--- config.mk ---
export PLATFORM = sky130hd
export DESIGN_NAME = weight_buffer_loader_flat
export DESIGN_NICKNAME = d
export VERILOG_FILES = /design/src/rtl/weight_buffer_loader_pkg.sv /design/src/rtl/weight_buffer_loader_if.sv /design/src/rtl/weight_buffer_loader_group_decode.sv /design/src/rtl/weight_buffer_loader.sv /design/src/flat_wrapper.sv
export SDC_FILE = /design/constraint.sdc
export NUM_CORES = 1
export LEC_CHECK = 0
export CAP_MARGIN = 20
export CORE_AREA = 2 2 233 235
export CTS_CLUSTER_DIAMETER = 120
export DETAILED_ROUTE_END_ITERATION = 7
export DIE_AREA = 0 0 235 237
export PLACE_DENSITY = 0.51
export SKIP_CTS_REPAIR_TIMING = 1
export SLEW_MARGIN = 20
export SYNTH_ARGS = -nofsm -noshare
export SYNTH_HDL_FRONTEND = slang
export SYNTH_SLANG_ARGS = --single-unit
--- constraint.sdc ---
create_clock -name clk -period 3.9 [get_ports clk]
set_input_delay 0.78 -clock clk [delete_from_list [all_inputs] [get_ports clk]]
set_output_delay 0.78 -clock clk [all_outputs]
set_load 0.005 [all_outputs]
--- src/rtl/weight_buffer_loader_pkg.sv ---
// Shared constants and FSM state type for the weight buffer write loader.
// Derived sizes are kept in step with the weight buffer bank geometry.
// No ports; imported by the interface, the group decoder and the loader top.
package weight_buffer_loader_pkg;

  localparam int X_PE           = 16;
  localparam int X_MESH         = 16;
  localparam int ADDR_LEN       = 16;
  localparam int DATA_LEN       = 64;
  localparam int DDR_DATA_LEN   = 256;

  // Bank geometry: one buffer row is BUFFER_NUM banks wide, and each DDR beat
  // fills BANKS_PER_WORD adjacent banks, so a row takes GROUPS beats.
  localparam int BUFFER_NUM     = 8 * X_PE * X_MESH / DATA_LEN;
  localparam int BANKS_PER_WORD = DDR_DATA_LEN / DATA_LEN;
  localparam int GROUPS         = BUFFER_NUM / BANKS_PER_WORD;
  localparam int LEN_W          = ADDR_LEN + 1;
  localparam int GRP_W          = $clog2(GROUPS);

  typedef enum logic [1:0] {
    IDLE = 2'd0,
    LOAD = 2'd1,
    DONE = 2'd2
  } wbl_state_e;

endpackage

--- src/rtl/weight_buffer_loader_if.sv ---
// Command, DDR beat stream and buffer write port bundle for the loader.
// Ports: cmd_valid/cmd_ready/cmd_addr/cmd_len, s_data/s_valid/s_ready,
//        data_wr/wr_addr/wr_en, busy/done, err_wrap (only with WBL_WRAP_CHK_EN).
interface weight_buffer_loader_if;
  import weight_buffer_loader_pkg::*;

  logic                    cmd_valid;
  logic                    cmd_ready;
  logic [ADDR_LEN-1:0]     cmd_addr;
  logic [LEN_W-1:0]        cmd_len;

  logic [DDR_DATA_LEN-1:0] s_data;
  logic                    s_valid;
  logic                    s_ready;

  logic [DDR_DATA_LEN-1:0] data_wr;
  logic [ADDR_LEN-1:0]     wr_addr;
  logic [BUFFER_NUM-1:0]   wr_en;

  logic                    busy;
  logic                    done;
`ifdef WBL_WRAP_CHK_EN
  logic                    err_wrap;
`endif

  // Driver side: issues commands and beats, observes the write port.
  modport master (
    output cmd_valid, cmd_addr, cmd_len, s_data, s_valid,
    input  cmd_ready, s_ready, data_wr, wr_addr, wr_en, busy, done
`ifdef WBL_WRAP_CHK_EN
    , input err_wrap
`endif
  );

  // Loader side.
  modport slave (
    input  cmd_valid, cmd_addr, cmd_len, s_data, s_valid,
    output cmd_ready, s_ready, data_wr, wr_addr, wr_en, busy, done
`ifdef WBL_WRAP_CHK_EN
    , output err_wrap
`endif
  );

endinterface

--- src/rtl/weight_buffer_loader_group_decode.sv ---
// Purpose: expand a beat group index into the one-hot bank-group write enable.
// Latency: purely combinational, registered by the parent.
// Backpressure: none; stateless decoder.
// Ports: grp (group index in), grp_en (BUFFER_NUM-bit enable, BANKS_PER_WORD bits set).
module wbl_group_decode
  import weight_buffer_loader_pkg::*;
(
  input  logic [GRP_W-1:0]      grp,
  output logic [BUFFER_NUM-1:0] grp_en
);

  always_comb begin
    grp_en = '0;
    for (int g = 0; g < GROUPS; g++) begin
      grp_en[g*BANKS_PER_WORD +: BANKS_PER_WORD] = {BANKS_PER_WORD{grp == GRP_W'(g)}};
    end
  end

endmodule

--- src/rtl/weight_buffer_loader.sv ---
// Purpose: write-side sequencer turning a row load command plus DDR beats into buffer writes.
// Latency: a beat accepted in cycle t is on wr_en/data_wr/wr_addr in cycle t+1; 1 beat/cycle.
// Backpressure: s_ready only in LOAD; cmd_ready only in IDLE (no command queueing).
// Ports: clk, rst_n (synchronous, active-low), bus (weight_buffer_loader_if.slave):
//   command (cmd_*), beat stream (s_*), write port (data_wr/wr_addr/wr_en), busy, done,
//   err_wrap when WBL_WRAP_CHK_EN is defined (sticky row-address wrap flag).
module weight_buffer_loader
  import weight_buffer_loader_pkg::*;
(
  input logic                   clk,
  input logic                   rst_n,
  weight_buffer_loader_if.slave bus
);

  localparam logic [GRP_W-1:0] GRP_LAST = GRP_W'(GROUPS - 1);

  wbl_state_e              state_q, state_d;
  logic [GRP_W-1:0]        grp_q, grp_d;
  logic [ADDR_LEN-1:0]     cur_addr_q, cur_addr_d;
  logic [LEN_W-1:0]        rows_left_q, rows_left_d;
  logic [DDR_DATA_LEN-1:0] data_wr_q, data_wr_d;
  logic [ADDR_LEN-1:0]     wr_addr_q, wr_addr_d;
  logic [BUFFER_NUM-1:0]   wr_en_q, wr_en_d;
  logic                    done_q, done_d;
  logic [BUFFER_NUM-1:0]   grp_en;

  wbl_group_decode u_group_decode (
    .grp    (grp_q),
    .grp_en (grp_en)
  );

`ifdef WBL_WRAP_CHK_EN
  localparam int SUM_W = ADDR_LEN + 2;
  logic             err_wrap_q, err_wrap_d;
  logic [SUM_W-1:0] wrap_sum;
  logic             wrap_hit;

  // Last row written is cmd_addr+cmd_len-1; anything past 2^ADDR_LEN-1 wraps.
  always_comb begin
    wrap_sum = SUM_W'(bus.cmd_addr) + SUM_W'(bus.cmd_len);
    wrap_hit = wrap_sum > SUM_W'(2 ** ADDR_LEN);
  end
`endif

  // Handshake readies are gated by rst_n so nothing is taken while reset is held.
  assign bus.cmd_ready = rst_n && (state_q == IDLE);
  assign bus.s_ready   = rst_n && (state_q == LOAD);
  assign bus.busy      = (state_q != IDLE);
  assign bus.done      = done_q;
  assign bus.data_wr   = data_wr_q;
  assign bus.wr_addr   = wr_addr_q;
  assign bus.wr_en     = wr_en_q;
`ifdef WBL_WRAP_CHK_EN
  assign bus.err_wrap  = err_wrap_q;
`endif

  always_comb begin
    state_d     = state_q;
    grp_d       = grp_q;
    cur_addr_d  = cur_addr_q;
    rows_left_d = rows_left_q;
    data_wr_d   = data_wr_q;
    wr_addr_d   = wr_addr_q;
    wr_en_d     = '0;
    done_d      = 1'b0;
`ifdef WBL_WRAP_CHK_EN
    err_wrap_d  = err_wrap_q;
`endif

    case (state_q)
      IDLE: begin
        if (bus.cmd_valid) begin
          cur_addr_d  = bus.cmd_addr;
          rows_left_d = bus.cmd_len;
          grp_d       = '0;
`ifdef WBL_WRAP_CHK_EN
          err_wrap_d  = wrap_hit;
`endif
          if (bus.cmd_len == '0) begin
            // Empty command: complete immediately, no writes.
            state_d = DONE;
            done_d  = 1'b1;
          end else begin
            state_d = LOAD;
          end
        end
      end

      LOAD: begin
        if (bus.s_valid) begin
          data_wr_d = bus.s_data;
          wr_addr_d = cur_addr_q;
          wr_en_d   = grp_en;
          if (grp_q == GRP_LAST) begin
            grp_d       = '0;
            cur_addr_d  = cur_addr_q + 1'b1;
            rows_left_d = rows_left_q - 1'b1;
            // done is registered alongside the final write so both land together.
            if (rows_left_q == LEN_W'(1)) begin
              state_d = DONE;
              done_d  = 1'b1;
            end
          end else begin
            grp_d = grp_q + 1'b1;
          end
        end
      end

      DONE: begin
        state_d = IDLE;
      end

      default: begin
        state_d = IDLE;
      end
    endcase
  end

  always_ff @(posedge clk) begin
    if (!rst_n) begin
      state_q     <= IDLE;
      grp_q       <= '0;
      cur_addr_q  <= '0;
      rows_left_q <= '0;
      data_wr_q   <= '0;
      wr_addr_q   <= '0;
      wr_en_q     <= '0;
      done_q      <= 1'b0;
`ifdef WBL_WRAP_CHK_EN
      err_wrap_q  <= 1'b0;
`endif
    end else begin
      state_q     <= state_d;
      grp_q       <= grp_d;
      cur_addr_q  <= cur_addr_d;
      rows_left_q <= rows_left_d;
      data_wr_q   <= data_wr_d;
      wr_addr_q   <= wr_addr_d;
      wr_en_q     <= wr_en_d;
      done_q      <= done_d;
`ifdef WBL_WRAP_CHK_EN
      err_wrap_q  <= err_wrap_d;
`endif
    end
  end

endmodule
--- src/flat_wrapper.sv ---
// flat-port wrapper written by rule: the top's interface ports become plain ports
module weight_buffer_loader_flat import weight_buffer_loader_pkg::*;
  (clk, rst_n, bus_cmd_valid, bus_cmd_addr, bus_cmd_len, bus_s_data, bus_s_valid, bus_cmd_ready, bus_s_ready, bus_data_wr, bus_wr_addr, bus_wr_en, bus_busy, bus_done);
  weight_buffer_loader_if bus_i ();
  input logic clk;
  input logic rst_n;
  input wire logic [$bits(bus_i.cmd_valid)-1:0] bus_cmd_valid;
  input wire logic [$bits(bus_i.cmd_addr)-1:0] bus_cmd_addr;
  input wire logic [$bits(bus_i.cmd_len)-1:0] bus_cmd_len;
  input wire logic [$bits(bus_i.s_data)-1:0] bus_s_data;
  input wire logic [$bits(bus_i.s_valid)-1:0] bus_s_valid;
  output wire logic [$bits(bus_i.cmd_ready)-1:0] bus_cmd_ready;
  output wire logic [$bits(bus_i.s_ready)-1:0] bus_s_ready;
  output wire logic [$bits(bus_i.data_wr)-1:0] bus_data_wr;
  output wire logic [$bits(bus_i.wr_addr)-1:0] bus_wr_addr;
  output wire logic [$bits(bus_i.wr_en)-1:0] bus_wr_en;
  output wire logic [$bits(bus_i.busy)-1:0] bus_busy;
  output wire logic [$bits(bus_i.done)-1:0] bus_done;
  assign bus_i.cmd_valid = bus_cmd_valid;
  assign bus_i.cmd_addr = bus_cmd_addr;
  assign bus_i.cmd_len = bus_cmd_len;
  assign bus_i.s_data = bus_s_data;
  assign bus_i.s_valid = bus_s_valid;
  assign bus_cmd_ready = bus_i.cmd_ready;
  assign bus_s_ready = bus_i.s_ready;
  assign bus_data_wr = bus_i.data_wr;
  assign bus_wr_addr = bus_i.wr_addr;
  assign bus_wr_en = bus_i.wr_en;
  assign bus_busy = bus_i.busy;
  assign bus_done = bus_i.done;
  weight_buffer_loader u_core (.clk(clk), .rst_n(rst_n), .bus(bus_i));
endmodule
# ---- Yosys cells after proc, flatten, opt, wreduce, memory -nomap -nowiden
# Index checks and enable logic that the tools add are counted.
dict set report word_totals {
  register_bits 340
  latchBits 0
  ramBits 0
  mem_bits_ro 0
  word_cells 60
  memories 0
}
dict set report op_classes {
  add_sub_neg 3
  mul 0
  div_mod_pow 0
  order_cmp 0
  eq_ne 13
  n_shift 0
  mux 24
  bitwise 0
  n_reduce_logical 12
}
# op n
set op_table {}
lappend op_table {{$mux 17} 3}
lappend op_table {{$mux 16} 3}
lappend op_table {{$pmux 17 s2} 1}
lappend op_table {{$pmux 16 s2} 1}
lappend op_table {{$eq 17x1->1 const B} 1}
lappend op_table {{$logic_not 17->1} 1}
lappend op_table {{$sub 17x1->17 const B} 1}
lappend op_table {{$add 16x1->16 const B} 1}
lappend op_table {{$eq 3x3->1 const B} 4}
lappend op_table {{$mux 2} 5}
lappend op_table {{$mux 3} 3}
lappend op_table {{$reduce_and 4->1} 2}
lappend op_table {{$eq 3x2->1 const B} 2}
lappend op_table {{$ne 2x2->1 const B} 3}
lappend op_table {{$pmux 3 s2} 1}
lappend op_table {{$reduce_and 3->1} 2}
lappend op_table {{$mux 1} 5}
lappend op_table {{$pmux 2 s2} 1}
lappend op_table {{$reduce_bool 2->1} 2}
lappend op_table {{$add 3x1->3 const B} 1}
lappend op_table {{$eq 3x1->1 const B} 1}
lappend op_table {{$logic_not 3->1} 1}
lappend op_table {{$eq 2x1->1 const B} 1}
lappend op_table {{$logic_and 1x1->1} 2}
lappend op_table {{other kinds (4)} 4}

# ---- Logic depth before layout (Yosys ltp)
dict set report logic_depth {
  word_depth 5
  mapped_depth 8
  depth_no_buf 7
}

# ---- Cells and area by module
# A second synthesis with hierarchy kept.
dict set report hier_totals {
  cells_unflattened 1594
  area_unflattened_um2 12812.3
}
# mod n_inst cells_each area_per_inst_um2 seq_area_each_um2
set by_module_without_submodules {}
lappend by_module_without_submodules {weight_buffer_loader 1 1562 12567.1 6866.6}
lappend by_module_without_submodules {wbl_group_decode 1 32 245.2 0.0}

# ---- Least setup slack after synthesis
# Ideal clock, no wire load.
dict set report synth_timing {
  path_kind {input -> output}
  from {in rst_n}
  to {out bus_cmd_ready}
  arrival_ns 1.402
  path_slack_ns 1.718
  stages 4
  path_buffers 2
  path_cell_list {buf_2 -> inv_2 -> clkbuf_1 -> nor2_1}
}
dict set report synth_via {
  elab_chain_len 1
}
# item line_no
set synth_lines {}
lappend synth_lines {{start: declaration} flat_wrapper.sv:6} ;# input logic rst_n;
lappend synth_lines {{$logic_and 1x1->1} weight_buffer_loader.sv:46} ;# assign bus.cmd_ready = rst_n && (state_q == IDLE);
lappend synth_lines {{end: declaration} flat_wrapper.sv:12} ;# output wire logic [$bits(bus_i.cmd_ready)-1:0] bus_cmd_ready;
# Every way passes these cells.

# ---- Worst setup path after layout
dict set report layout_timing {
  from {in rst_n}
  to {out bus_s_ready}
}
dict set report layout_via {
  elab_chain_len 1
}
# item line_no
set layout_lines {}
lappend layout_lines {{$logic_and 1x1->1} weight_buffer_loader.sv:47} ;# assign bus.s_ready = rst_n && (state_q == LOAD);
lappend layout_lines {{end: declaration} flat_wrapper.sv:13} ;# output wire logic [$bits(bus_i.s_ready)-1:0] bus_s_ready;
# Every way passes these cells.

==> qor.yml <==
critical_path:
  path_cells: "clkdlybuf4s50_1, nand3b_1, inv_1, clkdlybuf4s50_1"
  cp.depth: 4
  critPathLaunch: "rst_n"
  cp_data_required_time_ns: 3.12
  path_class: "in2out"
  cp_num_buf_inv: 3
  crit_path_max_fanout: 5
  max_stage_delay_ns: 0.61
  crit_arrival_ns: 2.29
  r2r_cells: 6
  crit_path_start_kind: "primary input"
  cp-endpoint: "bus_s_ready"
  cp_top_family: "buffers and inverters"
  r2r-start: "u_core.grp_q[0]"
  setup.worst_path.end_class: "primary output"
  rrSetupSlack_ns: 1.40
  crit_path_top_delay_cell: "clkdlybuf4s50_1"
  cpMostUsedCell: "clkdlybuf4s50_1"
  r2r-end: "u_core.cur_addr_q[0]"
cts:
  clkSinkCount: 319
  clk_pin_slew_ns: 0.05
  cts_inserted_buffers: 39
  clk_path_buf_depth: 3
  cts_max_level: 2
  cts_tree: "yes"
  root_buffer: "clkbuf_16"
  clkLatencyLatePin_ns: 0.54
place:
  gp_congestion: 0.8262
  io_buffer_count: 600
  place_hpwl_um: 34740
outcome:
  status: "finished, final reports clean"
yosys:
  synth_edf_count: 0
  seq_area_frac_synth: 0.5258
  syn_area_um2: 12150
  synth_xor_area_frac: 0.001442
  ys_top_cells_by_count: "nand2_1, dfxtp_1, a21oi_1"
  yosysTopAreaCellShare: 0.5258
  synthFlopType: "dfxtp_1"
  synth_cell_type_count: 64
  yosysMostFrequentCell: "nand2_1"
  synth-simple-area-share: 0.2332
  synthArstFlopShare: 0
  synth_top_area_cell: "dfxtp_1"
  synth_top_family_by_area: "simple AND/OR/NAND/NOR gates"
  synth_area_leaders: "dfxtp_1, nand2_1, a21oi_1"
  synth_mux_area_frac: 0.001854
  synthAdderAreaFrac: 0.009271
  syn_area_per_cell_um2: 7.893
  yosysWarnings: 0
  synthCells: 1539
  syn_nets: 1841
  synth_compound_area_frac: 0.1684
  ys_ff_latch: 319
floorplanning:
  die-area_um2: 55700
  pin_count: 601
  fp.coreArea_um2: 53280
  num_rows: 85
  initial_core_util: 0.2280
  die_h_um: 237
  chipWidth_um: 235
timing:
  hold_viol: 0
  fin_crit_sh: 0.7884
  setup_viol: 0
  slew_headroom: 0.4420
  tightest_slew_ns: 0.8370
  finClkSkew_ns: 0.02201
  post-route-min-period_ns: 3.075
  rsz0062_at_grt: "no"
  setup_tns_ns: 0
  fmax_mhz: 325.2
  drv_slew: 0
pwr:
  p_sw_frac: 0.2444
  p_seq_frac: 0.424
  switchingPower_mw: 2.019
  peakVddDrop_mv: 0.2754
  p_int_mw: 6.242
  p_clk_frac: 0.441
  combinationalPowerShare: 0.135
  powerDensity_nw_per_um2: 414.4
  p_leak_nw: 6.918
  p_total_mw: 8.260
route:
  drcViolationCount: 0
  viasPerCell: 4.412
  drt-initial-drc-count: 793
  wl_um: 48230
  avgRoutedWirePerCell_um: 17.28
  firstDrtPassIters: 5
  drtAntennaViolNets: 0
  vias: 12314
global_routing:
  grt_pass1_wl_um: 72710
  grt_pass1_vias: 12018
  grt_antenna_before_repair: 2
  track_usage: 0.1657
  use_met2: 0.2807
  grt_start_max_net_pins: 168
  grt-ovfl-total: 0
  grt.busiest_layer: "met2"
  globalRouteMet3Util: 0.04651
  gr-usage-met1: 0.2020
flow_run:
  drv_cap: 0
final_layout:
  drive_gt1_frac: 0.04916
  nets: 2370
  antenna_cells: 0
  fillerInstances: 5440
  syn_to_final_growth_pct: 64.08
min_path:
  hold_class: "reg2reg"
-- per-stage QoR --
stage | cell area, um2 | hold slack (ns) | util | worst slack (ns) | cells
after CTS | 19930 | 0.4539 | 0.3740 | 0.8269 | 2791
after global placement | 18660 | 0.4416 | 0.3502 | 0.8350 | 2723
after detailed placement | 18660 | 0.4466 | 0.3502 | 0.8217 | 2723
after floorplan | 12150 | 0.4441 | - | 1.718 | 1539
after global routing | 19930 | 0.4655 | 0.3741 | 0.7726 | 2791
final | 19930 | 0.4512 | 0.3741 | 0.8251 | 2791
-- final cells by class --
type	count	area, um2	area share
clock inverter	12	168.9	0.008475
tap	696	870.8	0.04369
inverter	13	56.30	0.002825
sequential	319	6386	0.3204
multi-input combinational	1069	5047	0.2532
timing repair buffer	626	6301	0.3162
clock buffer	56	1100	0.05518
-- state kept, by name, summed over array words and instances, names as in the netlist --
register and count:
u_core.bus.wr_addr 16, u_core.state_q 2, u_core.bus.done 1, u_core.grp_q 3
u_core.bus.data_wr 256, u_core.cur_addr_q 16, u_core.rows_left_q 17, u_core.bus.wr_en 8
-- cells in the final DEF (no fill, tap or decap), drive strengths merged, types with 4 or more instances in the layout --
cell type      count
nor2              24
ha                 9
and2               4
o2bb2ai            5
a21oi            292
nor3              14
and3              11
nor4              15
a22oi              4
nor3b              5
buf               26
o21ai             34
dfxtp            319
or4                4
a32o               5
nand3             14
bufinv             4
or3                4
clkinv             5
nand4              9
clkbuf            56
inv               14
clkdlybuf4s50    600
nand2            567
a211oi             4
-- per-layer routing --
metal  wire [um]  vias up
met5           8        -
met4        1323        2
met3        3700       80
met2       23470      451
met1       19720     5640
li1            -     6141
-- worst min-delay path, delay by kind of cell, from the launching register on --
kind               cells  cell delay, ns
DFF                    1            0.30
and+or+nand+nor        1            0.05
AOI/OAI and AO/OA      1            0.05
-- power groups by stage --
stage | Clock, mW | Combinational, mW | Sequential [mW]
5_1_grt | 3.91 | 1.22 | 3.52
4_1_cts | 3.79 | 1.13 | 3.50
2_1_floorplan | 0 | 0.432 | 3.56
3_3_place_gp | 0 | 1.12 | 3.56
6_report | 3.64 | 1.12 | 3.50
3_5_place_dp | 0 | 1.13 | 3.57
-- worst min path at each step --
| stage | startpoint | end | slack [ns] | cells after the start |
|---|---|---|---|---|
| floorplan | u_core.cur_addr_q[10] | u_core.cur_addr_q[10] | 0.44 | 2 |
| global placement | u_core.bus.data_wr[76] | u_core.bus.data_wr[76] | 0.44 | 2 |
| detailed placement | u_core.bus.data_wr[55] | u_core.bus.data_wr[55] | 0.45 | 2 |
| CTS | u_core.bus.data_wr[176] | u_core.bus.data_wr[176] | 0.45 | 2 |
| global route | u_core.bus.data_wr[105] | u_core.bus.data_wr[105] | 0.47 | 2 |
| finish | u_core.bus.wr_addr[9] | u_core.bus.wr_addr[9] | 0.45 | 2 |
-- logic make-up (layout without fill, tap and decap cells) --
family                     count (synthesis)  count (layout)
and+or+nand+nor                          683             683
adders and majority gates                  9               9
AOI/OAI and AO/OA                        373             373
xor gates and xnor gates                   2               2
buffers and inverters                    151             707
DFF                                      319             319
muxes                                      2               2
Power figures use the tool's default switching activity.
